[src/rtl/pd_tally_pkg.sv]
// Shared types for the PD tally block: sample/result records and the window FSM states.
// Optional early-close support is selected with PD_TALLY_FLUSH_EN.
package pd_pkg;
  localparam int DATA_W_DEF  = 4;
  localparam int WIN_LEN_DEF = 16;
  localparam int CNT_W_DEF   = $clog2(WIN_LEN_DEF + 1);

  typedef struct packed {
    logic [DATA_W_DEF-1:0] a;
    logic                  p;
    logic                  d;
  } pd_sample_t;

  typedef enum logic {ACCUM = 1'b0, HOLD = 1'b1} pd_tally_state_e;

  typedef struct packed {
    logic [CNT_W_DEF-1:0]  p_cnt;
    logic [CNT_W_DEF-1:0]  d_cnt;
    logic [CNT_W_DEF-1:0]  both_cnt;
    logic [DATA_W_DEF-1:0] max_p;
    logic                  max_p_vld;
`ifdef PD_TALLY_FLUSH_EN
    logic [CNT_W_DEF-1:0]  len;
`endif
  } pd_result_t;
endpackage

[src/rtl/pd_tally_acc.sv]
// Next-value logic for the window accumulators: hit counts plus running max of P=1 codes.
module pd_tally_acc import pd_pkg::*; #(
  parameter int DATA_W = DATA_W_DEF,
  parameter int CNT_W  = CNT_W_DEF
) (
  input  logic              take,
  input  logic [DATA_W-1:0] a,
  input  logic              p,
  input  logic              d,
  input  logic [CNT_W-1:0]  p_cur,
  input  logic [CNT_W-1:0]  d_cur,
  input  logic [CNT_W-1:0]  both_cur,
  input  logic [DATA_W-1:0] max_cur,
  input  logic              maxv_cur,
  output logic [CNT_W-1:0]  p_nxt,
  output logic [CNT_W-1:0]  d_nxt,
  output logic [CNT_W-1:0]  both_nxt,
  output logic [DATA_W-1:0] max_nxt,
  output logic              maxv_nxt
);
  always_comb begin
    p_nxt    = p_cur;
    d_nxt    = d_cur;
    both_nxt = both_cur;
    max_nxt  = max_cur;
    maxv_nxt = maxv_cur;
    if (take) begin
      p_nxt    = p_cur + CNT_W'(p);
      d_nxt    = d_cur + CNT_W'(d);
      both_nxt = both_cur + CNT_W'(p & d);
      // A=0 with P=1 still marks the max valid; the classifier upstream is trusted, not filtered.
      if (p && (!maxv_cur || a > max_cur)) begin
        max_nxt  = a;
        maxv_nxt = 1'b1;
      end
    end
  end
endmodule

[src/rtl/pd_tally.sv]
// Windowed statistics over PD classifier samples; one result record per WIN_LEN samples.
// Defining PD_TALLY_FLUSH_EN adds a flush input (early close) and an out_len output.
module pd_tally import pd_pkg::*; #(
  parameter  int DATA_W  = DATA_W_DEF,
  parameter  int WIN_LEN = WIN_LEN_DEF,
  localparam int CNT_W   = $clog2(WIN_LEN + 1)
) (
  input  logic              clk,
  input  logic              rst,
  input  logic              in_valid,
  output logic              in_ready,
  input  logic [DATA_W-1:0] in_a,
  input  logic              in_p,
  input  logic              in_d,
`ifdef PD_TALLY_FLUSH_EN
  input  logic              flush,
  output logic [CNT_W-1:0]  out_len,
`endif
  output logic              out_valid,
  input  logic              out_ready,
  output logic [CNT_W-1:0]  out_p_cnt,
  output logic [CNT_W-1:0]  out_d_cnt,
  output logic [CNT_W-1:0]  out_both_cnt,
  output logic [DATA_W-1:0] out_max_p,
  output logic              out_max_p_vld
);
  localparam logic [CNT_W-1:0] LAST_IDX = CNT_W'(WIN_LEN - 1);

  pd_tally_state_e state_q, state_d;
  logic [CNT_W-1:0]  smp_cnt_q, smp_cnt_d, smp_nxt;
  logic [CNT_W-1:0]  p_acc_q, p_acc_d, d_acc_q, d_acc_d, both_acc_q, both_acc_d;
  logic [DATA_W-1:0] max_acc_q, max_acc_d;
  logic              maxv_acc_q, maxv_acc_d;
  logic [CNT_W-1:0]  p_nxt, d_nxt, both_nxt;
  logic [DATA_W-1:0] max_nxt;
  logic              maxv_nxt;
  logic [CNT_W-1:0]  out_p_cnt_q, out_p_cnt_d, out_d_cnt_q, out_d_cnt_d;
  logic [CNT_W-1:0]  out_both_cnt_q, out_both_cnt_d, out_len_q, out_len_d;
  logic [DATA_W-1:0] out_max_p_q, out_max_p_d;
  logic              out_max_p_vld_q, out_max_p_vld_d;
  logic              accept, close;

  assign accept  = in_valid && in_ready;
  assign smp_nxt = smp_cnt_q + CNT_W'(accept);

`ifdef PD_TALLY_FLUSH_EN
  assign close = (accept && smp_cnt_q == LAST_IDX) ||
                 (flush && in_ready && (smp_cnt_q != '0 || accept));
  assign out_len = out_len_q;
`else
  assign close = accept && smp_cnt_q == LAST_IDX;
`endif

  pd_tally_acc #(.DATA_W(DATA_W), .CNT_W(CNT_W)) u_acc (
    .take     (accept),
    .a        (in_a),
    .p        (in_p),
    .d        (in_d),
    .p_cur    (p_acc_q),
    .d_cur    (d_acc_q),
    .both_cur (both_acc_q),
    .max_cur  (max_acc_q),
    .maxv_cur (maxv_acc_q),
    .p_nxt    (p_nxt),
    .d_nxt    (d_nxt),
    .both_nxt (both_nxt),
    .max_nxt  (max_nxt),
    .maxv_nxt (maxv_nxt)
  );

  always_ff @(posedge clk) begin
    if (rst) begin
      state_q         <= ACCUM;
      smp_cnt_q       <= '0;
      p_acc_q         <= '0;
      d_acc_q         <= '0;
      both_acc_q      <= '0;
      max_acc_q       <= '0;
      maxv_acc_q      <= 1'b0;
      out_p_cnt_q     <= '0;
      out_d_cnt_q     <= '0;
      out_both_cnt_q  <= '0;
      out_max_p_q     <= '0;
      out_max_p_vld_q <= 1'b0;
      out_len_q       <= '0;
    end else begin
      state_q         <= state_d;
      smp_cnt_q       <= smp_cnt_d;
      p_acc_q         <= p_acc_d;
      d_acc_q         <= d_acc_d;
      both_acc_q      <= both_acc_d;
      max_acc_q       <= max_acc_d;
      maxv_acc_q      <= maxv_acc_d;
      out_p_cnt_q     <= out_p_cnt_d;
      out_d_cnt_q     <= out_d_cnt_d;
      out_both_cnt_q  <= out_both_cnt_d;
      out_max_p_q     <= out_max_p_d;
      out_max_p_vld_q <= out_max_p_vld_d;
      out_len_q       <= out_len_d;
    end
  end

  always_comb begin
    state_d = state_q;
    case (state_q)
      ACCUM:   if (close) state_d = HOLD;
      HOLD:    if (out_ready) state_d = ACCUM;
      default: state_d = ACCUM;
    endcase
  end

  always_comb begin
    in_ready  = (state_q == ACCUM);
    out_valid = (state_q == HOLD);
  end

  // On close the record captures the accumulators including the sample taken on this edge.
  always_comb begin
    smp_cnt_d       = smp_nxt;
    p_acc_d         = p_nxt;
    d_acc_d         = d_nxt;
    both_acc_d      = both_nxt;
    max_acc_d       = max_nxt;
    maxv_acc_d      = maxv_nxt;
    out_p_cnt_d     = out_p_cnt_q;
    out_d_cnt_d     = out_d_cnt_q;
    out_both_cnt_d  = out_both_cnt_q;
    out_max_p_d     = out_max_p_q;
    out_max_p_vld_d = out_max_p_vld_q;
    out_len_d       = out_len_q;
    if (close) begin
      out_p_cnt_d     = p_nxt;
      out_d_cnt_d     = d_nxt;
      out_both_cnt_d  = both_nxt;
      out_max_p_d     = max_nxt;
      out_max_p_vld_d = maxv_nxt;
      out_len_d       = smp_nxt;
      smp_cnt_d       = '0;
      p_acc_d         = '0;
      d_acc_d         = '0;
      both_acc_d      = '0;
      max_acc_d       = '0;
      maxv_acc_d      = 1'b0;
    end
  end

  assign out_p_cnt     = out_p_cnt_q;
  assign out_d_cnt     = out_d_cnt_q;
  assign out_both_cnt  = out_both_cnt_q;
  assign out_max_p     = out_max_p_q;
  assign out_max_p_vld = out_max_p_vld_q;
endmodule
[config.mk]
export PLATFORM = sky130hd
export DESIGN_NAME = pd_tally
export DESIGN_NICKNAME = d
export VERILOG_FILES = /design/src/rtl/pd_tally_pkg.sv /design/src/rtl/pd_tally_acc.sv /design/src/rtl/pd_tally.sv
export SDC_FILE = /design/constraint.sdc
export NUM_CORES = 1
export LEC_CHECK = 0
export ABC_AREA = 1
export CAP_MARGIN = 20
export CORE_ASPECT_RATIO = 0.7
export CORE_MARGIN = 8
export CORE_UTILIZATION = 53
export CTS_BUF_LIST = sky130_fd_sc_hd__clkbuf_4
export CTS_CLUSTER_SIZE = 10
export DETAILED_ROUTE_END_ITERATION = 8
export PLACE_DENSITY_LB_ADDON = 0.08
export SLEW_MARGIN = 20
export SYNTH_ARGS = -nofsm -noshare
export SYNTH_HDL_FRONTEND = slang
export SYNTH_HIERARCHICAL = 1
export SYNTH_SLANG_ARGS = --single-unit
[constraint.sdc]
create_clock -name clk -period 3.52 [get_ports clk]
set_input_delay 1.056 -clock clk [delete_from_list [all_inputs] [get_ports clk]]
set_output_delay 1.056 -clock clk [all_outputs]
set_load 0.05 [all_outputs]
Yosys cells after proc, flatten, opt, wreduce, memory -nomap -nowiden --
Cells that the tools add are included. W data, S select, Z words.
Operators by class: add/subtract/negate cells 4, $lt $le $gt $ge 1, eq/ne operators 1, mux-type cells 10, bitwise logic cells 2, reduce and logical (&&, ||, !) cells 6
Operator list (count):
- $add A5 B1 Y5 | 3
- $mux W5 | 3
- $mux W4 | 2
- $add A5 B5 Y5 | 1
- $eq A5 B4 Y1 const B | 1
- $gt A4 B4 Y1 | 1
- $mux W1 | 4
- $logic_and A1 B1 Y1 | 3
- $pmux W1 S2 | 1
- $reduce_or A2 Y1 | 1
- $and A1 B1 Y1 | 1
- $logic_not A1 Y1 | 1
- $logic_or A1 B1 Y1 | 1
- $not A1 Y1 | 1
Word-level totals: flip-flop bits (word level) 46, input bits 10, word-level logic and storage cells 36

Depth between registers and ports, before layout --
Gate-level depths: netlist of the first run.
depth after elaboration 5, mapped depth 16

Cells and area by module --
Netlist of the first run, hierarchy kept.
By module, submodules not included:
- pd_tally | times used 1, cells each 204, area an instance 1655.3 µm²
- pd_tally_acc | times used 1, cells each 86, area an instance 513.0 µm²

Least setup slack after synthesis of the first run --
OpenSTA, ideal clock, no wires.
kind input -> register, start input port in_a[3], end register out_max_p_q[0], in the netlist out_max_p[0], setup time 0.117 ns, data arrival time 2.007 ns, slack 1.396 ns, stages 14, buffers on the path 0, path through ha_1 > nand2_1 > inv_2 > nand2_1 > nand2_1 > nand2_2 > nand2_4 > nand2_4 > nand2_1 > nand2_1 > inv_1 > nand3_1 > nand2_1 > nor2_1
On the way: word-level cells in the longest chain between the ends 5
Ends and longest elaborated chain:
- start: declaration | line pd_tally.sv:12 | input logic [DATA_W-1:0] in_a,
- $gt A4 B4 Y1 | line pd_tally_acc.sv:32 | if (p && (!maxv_cur || a > max_cur)) begin
- $logic_or A1 B1 Y1 | line pd_tally_acc.sv:32
- $logic_and A1 B1 Y1 | line pd_tally_acc.sv:32
- $mux W4 | line pd_tally_acc.sv:32
- $mux W4 | line pd_tally_acc.sv:27 | if (take) begin
- named net max_nxt[0] | line pd_tally.sv:35 | logic [DATA_W-1:0] max_nxt;
- end signal: assignment | line pd_tally.sv:97 | out_max_p_q <= out_max_p_d;
- end: declaration | line pd_tally.sv:39 | logic [DATA_W-1:0] out_max_p_q, out_max_p_d;
The timed path passes the listed nets, and every way through them passes these cells. A chain may end at the register's enable or synchronous reset.

Worst setup path after layout of the first run --
start register out_d_cnt_q[2], in the netlist out_d_cnt[2], end output port out_d_cnt[2]
RTL lines:
- start: declaration | line pd_tally.sv:37 | logic [CNT_W-1:0] out_p_cnt_q, out_p_cnt_d, out_d_cnt_q, out_d_cnt_d;
- start signal: assignment | line pd_tally.sv:95 | out_d_cnt_q <= out_d_cnt_d;
- end: declaration | line pd_tally.sv:22 | output logic [CNT_W-1:0] out_d_cnt,
No word-level cell between the ends.

==> impl_metrics.yaml, run 1 <==
drt:
  drc: 0
  detailroute.via_count: 1831
  wl_per_cell_um: 12.7
  drt_first_iter_violations: 109
  drt_pass1_iterations: 4
  route.final.wire_length_mm: 4.73
  vias_per_cell: 4.94
  ant_nets: 0
critical_path:
  crit_fanout: 2
  timing.critical_path.required_ps: 2460
  critPathLaunchType: "flop"
  worstPathCellList: "clkdlybuf4s50_1"
  crit_buf_inv: 1
  path_depth: 1
  arrival_ps: 1600
  critPathTopFamily: "buffers and inverters"
  critPathCaptureType: "output pin"
  reg2regPathDepth: 8
  reg2reg_setup_slack_ps: 1850
  critical-path-max-stage-delay_ps: 830
  category_of_the_critical_setup_timing_path: "reg2out"
  critical-path-slowest-cell: "clkdlybuf4s50_1"
floorplanning:
  die_width_um: 92.5
  rows: 19
  top_level_ports: 32
  die_area_sq_um: 6430
  start_util_pct: 55.3
  core_region_area_sq_um: 3920
  die-height_um: 69.5
placement:
  placed_area_sq_um: 2470
  gp_routability_congestion: 0.815
  hpwl_mm: 3.37
  io_buffer_count: 31
sta:
  worst_clock_skew_ps: 10.5
  grt_setup_unrepaired: "no"
  timing.setup.tns_ps: 0
  timing_max_transition_violations_final: 0
  finalSetupViolations: 0
  clock.fmax_ghz: 0.377
  final_hold_viol_count: 0
  post-route-min-period_ps: 2660
  final_min_period_over_clock_period_pct: 75.4
  slew-limit-headroom_pct: 64.9
  worst-slew-pin-transition_ps: 526
clock_tree:
  cts_tree: "done"
  post_cts_resize_count: 0
  clkLatencyLatePin_ps: 370
  cts_sinks: 46
  clock_buffer_depth: 2
  post-cts-setup-buffers: 0
  cts_inserted_buffers: 5
  cts_htree_levels: 2
  clk_pin_slew_worst_paths_ps: 130
  post_cts_hold_buffer_count: 0
  clock_tree.root_cell: "clkbuf_4"
finish:
  antennaDiodeCount: 0
  filler_cell_count: 359
  mostFrequentLayoutCells: "60 x nand2_1, 46 x dfxtp_1, 45 x nor2_1"
  mostFrequentLayoutCell: "nand2_1"
  flow.area_growth_from_synthesis_pct: 17.8
  final-seq-area_sq_um: 921
  nets: 340
  finish.instance_area_sq_um: 2550
  post_route_cells_drive_above_1_share_pct: 7.21
  multiInputGateArea_sq_um: 1000
job:
  max-cap-violations: 0
logic_synthesis:
  yosys-top-cells-area: "dfxtp_1 42%, nand2_1 10%, nor2_1 7.8%"
  postSynthCellCount: 290
  syn-num-nets: 312
  synthDistinctLibCells: 20
  synth.yosys.seq_area_share_pct: 42.5
  synthesis.area_sq_um: 2170
  postSynthAreaPerCell_sq_um: 7.48
  synth_largest_area_cell: "dfxtp_1"
  synthDominantCellAreaShare_pct: 42.5
  synth-seq-cells: 46
  synth.yosys.warnings: 6
grt:
  grt_first_pass_wirelength_mm: 8.18
  grt_remaining_overflow: 0
  grtUsageTotal_pct: 15.6
  grt_pass1_vias: 1735
  maximum_number_of_pins_on_one_net_before_global_route_repair: 26
  antenna_found_initial: 0
pwr:
  worst_ir_drop_vdd_v: 0.000310
  power_per_cell_area_nw_per_um2: 372
  power.static_leakage_nw: 1.10
  fin_total_pwr_w: 0.000950
min_path:
  worstHoldPathCells: 2
  holdCritPathClass: "reg2reg"
status:
  status: "finished clean"
==> area by class of cell <==
type	count	area share, %
multi-input cells	192	39.2
flip-flops and latches	46	36.1
repair buffers	35	13.3
inverters	38	5.59
well taps	52	2.55
clock inverters	3	1.76
clock buffers	5	1.47
==> path summary, 6_finish.rpt <==
path / start / end
max: out_d_cnt[2] / out_d_cnt[2]
min: out_max_p_vld / out_max_p_vld
max reg2reg: out_valid / smp_cnt_q[4]
min reg2reg: out_max_p_vld / out_max_p_vld
==> where the power goes <==
part / switching [W] / leakage, nW / internal [W] / total (W)
Clock: 0.000181 / 0.0374 / 0.000149 / 0.000330
Sequential: 0.00000620 / 0.372 / 0.000530 / 0.000536
Combinational: 0.0000497 / 0.693 / 0.0000337 / 0.0000835
==> cell families (layout without fill, tap and decap cells) <==
logic type	after synthesis	after routing	share of synthesized area [%]
AO/OA/AOI/OAI	22	22	5.08
XOR/XNOR	12	12	4.85
adder cells (fa/ha/maj)	12	12	6.92
buffers and inverters	52	81	11.3
flip-flops	46	46	42.5
AND/OR/NAND/NOR	146	146	29.4
==> sequential cells by signal (all words and copies together), names as in the netlist <==
name           cells
out_max_p_vld      1
maxv_acc_q         1
smp_cnt_q          5
out_d_cnt          5
d_acc_q            5
out_p_cnt          5
p_acc_q            5
out_both_cnt       5
max_acc_q          4
out_max_p          4
out_valid          1
both_acc_q         5
==> layer usage <==
layer  vias up  share of wire, %  track usage [%]
met5         -                 0                0
met4         0              0.97             5.16
li1        950                 -                -
met1       841                51             21.6
met3         5               6.0             4.86
met2        35                42             22.2
==> cell usage after synthesis <==
cell type and number:
a21oi_1 22, nand2_2 1, nor2_1 45, or2_2 2, nor2_4 1, dfxtp_1 46
buf_2 4, nand2_4 3, xnor2_1 7, inv_1 35, buf_6 4, xor2_1 5
buf_1 2, inv_2 3, ha_1 12, nand2_1 60, nand4_1 6, nand3_1 27
nor2_2 1, buf_4 4
==> through the flow <==
step	utilization, %	instances	hold slack [ps]	setup slack (ps)
after global placement	63.0	363	463	726
after CTS	65.1	371	506	846
final	65.1	371	500	865
after global routing	65.1	371	549	811
after floorplan	-	290	501	1400
after detailed placement	63.0	363	474	704
Note: power is estimated with default switching activity, not from simulation.
==> inputs of run 2 (changes only) <==
Clock period 3.52 ns to 2.45 ns, I/O delays scaled along.
==> run 2 against run 1 <==
Effect of this change: clock power rose by 9.4%; cell area fell by 0.25%; largest cell class unchanged; critical endpoint is now in_ready; sequential share of layout area rose by 0.089 points; die area did not move; via count fell by 2.9%; sequential power rose by 43%.
==> impl_metrics.yaml, run 2 (synthesized netlist as in run 1, its figures left out) <==
status:
  status: "finished clean"
drt:
  drt_pass1_iterations: 4
  wl_per_cell_um: 12.2
  routed-wl-met2_mm: 1.81
  ant_nets: 0
  drc: 0
  route.final.wire_length_mm: 4.58
  wl_met1_mm: 2.45
  met3_length_um: 281
  maxUsedRoutingLayer: "met4"
  drt_first_iter_violations: 76
  detailroute.via_count: 1778
  vias_per_cell: 4.75
critical_path:
  reg2reg_setup_slack_ps: 850
  critPathLaunchType: "flop"
  arrival_ps: 1550
  rr_endpoint: "out_max_p[3]"
  critPathCaptureType: "output pin"
  crit_fanout: 3
  worstPathCellList: "inv_2, clkdlybuf4s50_1"
  timing.critical_path.required_ps: 1710
  critical-path-slowest-cell: "clkdlybuf4s50_1"
  reg2regPathDepth: 15
  worst_reg2reg_startpoint: "max_acc_q[2]"
  critical-path-max-stage-delay_ps: 800
  category_of_the_critical_setup_timing_path: "reg2out"
grt:
  antenna_found_initial: 0
  grt_pass1_vias: 1688
  grt_first_pass_wirelength_mm: 7.76
  grtUsageTotal_pct: 14.5
  maximum_number_of_pins_on_one_net_before_global_route_repair: 26
  grt_remaining_overflow: 0
sta:
  timing_max_transition_violations_final: 0
  slew-limit-headroom_pct: 64.8
  grt_setup_unrepaired: "no"
  clock.fmax_ghz: 0.438
  worst-slew-pin-transition_ps: 526
  finalSetupViolations: 0
  post-route-min-period_ps: 2290
  final_hold_viol_count: 0
  timing.setup.tns_ps: 0
  whs_ps: 499
  worst_clock_skew_ps: 12.0
  final_min_period_over_clock_period_pct: 93.3
finish:
  nets: 343
  finish.instance_area_sq_um: 2550
  filler_cell_count: 376
  flow.area_growth_from_synthesis_pct: 17.5
  antennaDiodeCount: 0
  postLayoutCoreUtil_pct: 64.9
  mostFrequentLayoutCells: "60 x nand2_1, 46 x dfxtp_1, 45 x nor2_1"
  post_route_cells_drive_above_1_share_pct: 7.76
  post_layout_nonfiller_instances: 374
  mostFrequentLayoutCell: "nand2_1"
min_path:
  worstHoldPathCells: 2
  hold-path-endpoint: "out_max_p[3]"
  holdCritStartpoint: "out_max_p[3]"
  holdCritPathClass: "reg2reg"
floorplanning:
  die-height_um: 69.5
  start_util_pct: 55.3
  core_region_area_sq_um: 3920
  rows: 19
  die_area_sq_um: 6430
  die_width_um: 92.5
  top_level_ports: 32
clock_tree:
  clock_buffer_depth: 2
  clkLatencyLatePin_ps: 360
  post-cts-setup-buffers: 0
  post_cts_resize_count: 0
  clock_tree.root_cell: "clkbuf_4"
  cts_inserted_buffers: 5
  clk_pin_slew_worst_paths_ps: 120
  post_cts_hold_buffer_count: 0
  cts_tree: "done"
  cts_sinks: 46
  cts_htree_levels: 2
placement:
  placed_area_sq_um: 2490
  gp_routability_congestion: 0.810
  hpwl_mm: 3.34
  io_buffer_count: 31
  placed_cells_incl_taps: 366
pwr:
  power.static_leakage_nw: 1.11
  power_per_cell_area_nw_per_um2: 492
  worst_ir_drop_vdd_v: 0.000374
job:
  max-cap-violations: 0
## run 2: cell types whose count changed in the layout (fill, tap and decap cells not counted)
| cell | change |
|---|---|
| clkbuf_4 | +1 |
| clkinv_2 | +1 |
| buf_4 | +3 |
| clkinv_1 | +1 |
| clkinvlp_4 | -2 |
| bufinv_16 | -1 |
## run 2: how the worst max path moves through the flow
stage,from,end,cells after the start
floorplan,out_valid,out_max_p_vld,11
global placement,in_p,out_both_cnt[4],11
detailed placement,in_a[0],out_max_p[3],17
CTS,out_valid,in_ready,2
global route,out_both_cnt[2],out_both_cnt[2],1
finish,out_valid,in_ready,2
## run 2: power breakdown
group	internal, W	total, W	switching [W]
combinational	0.0000514	0.000125	0.0000735
clock	0.000119	0.000361	0.000241
sequential	0.000761	0.000769	0.00000812
total	0.000932	0.00125	0.000323
## run 2: final cells by class
class	count	area, sq um	area share [%]
well taps	52	65.1	2.55
inverters	38	143	5.60
flip-flops and latches	46	921	36.1
repair buffers	38	363	14.2
clock inverters	2	8.76	0.344
multi-input cells	192	1000	39.3
clock buffers	6	45.0	1.77
## run 2: metrics by stage
step	total power (W)	worst slack [ps]
after floorplan	0.000873	526
after global placement	0.000907	93.6
after detailed placement	0.000909	59.5
after CTS	0.00126	141
after global routing	0.00131	95.4
final	0.00125	165
## run 2: layer usage
metal,GRT usage (%),vias up
met5,0,-
met4,4.27,0
met3,4.54,4
met2,20.2,39
met1,20.7,781
li1,-,954
## run 2: critical path: cells and delay by family, from the launching register on
family	cells	cell delay [ps]
buffers and inverters	2	860
flip-flops	1	340
==> inputs of run 3 (changes only) <==
Settings changed: CTS_CLUSTER_SIZE 10 to 20.
==> results of run 3 <==
Final layout, timing and power as in run 2 (identical DEF).
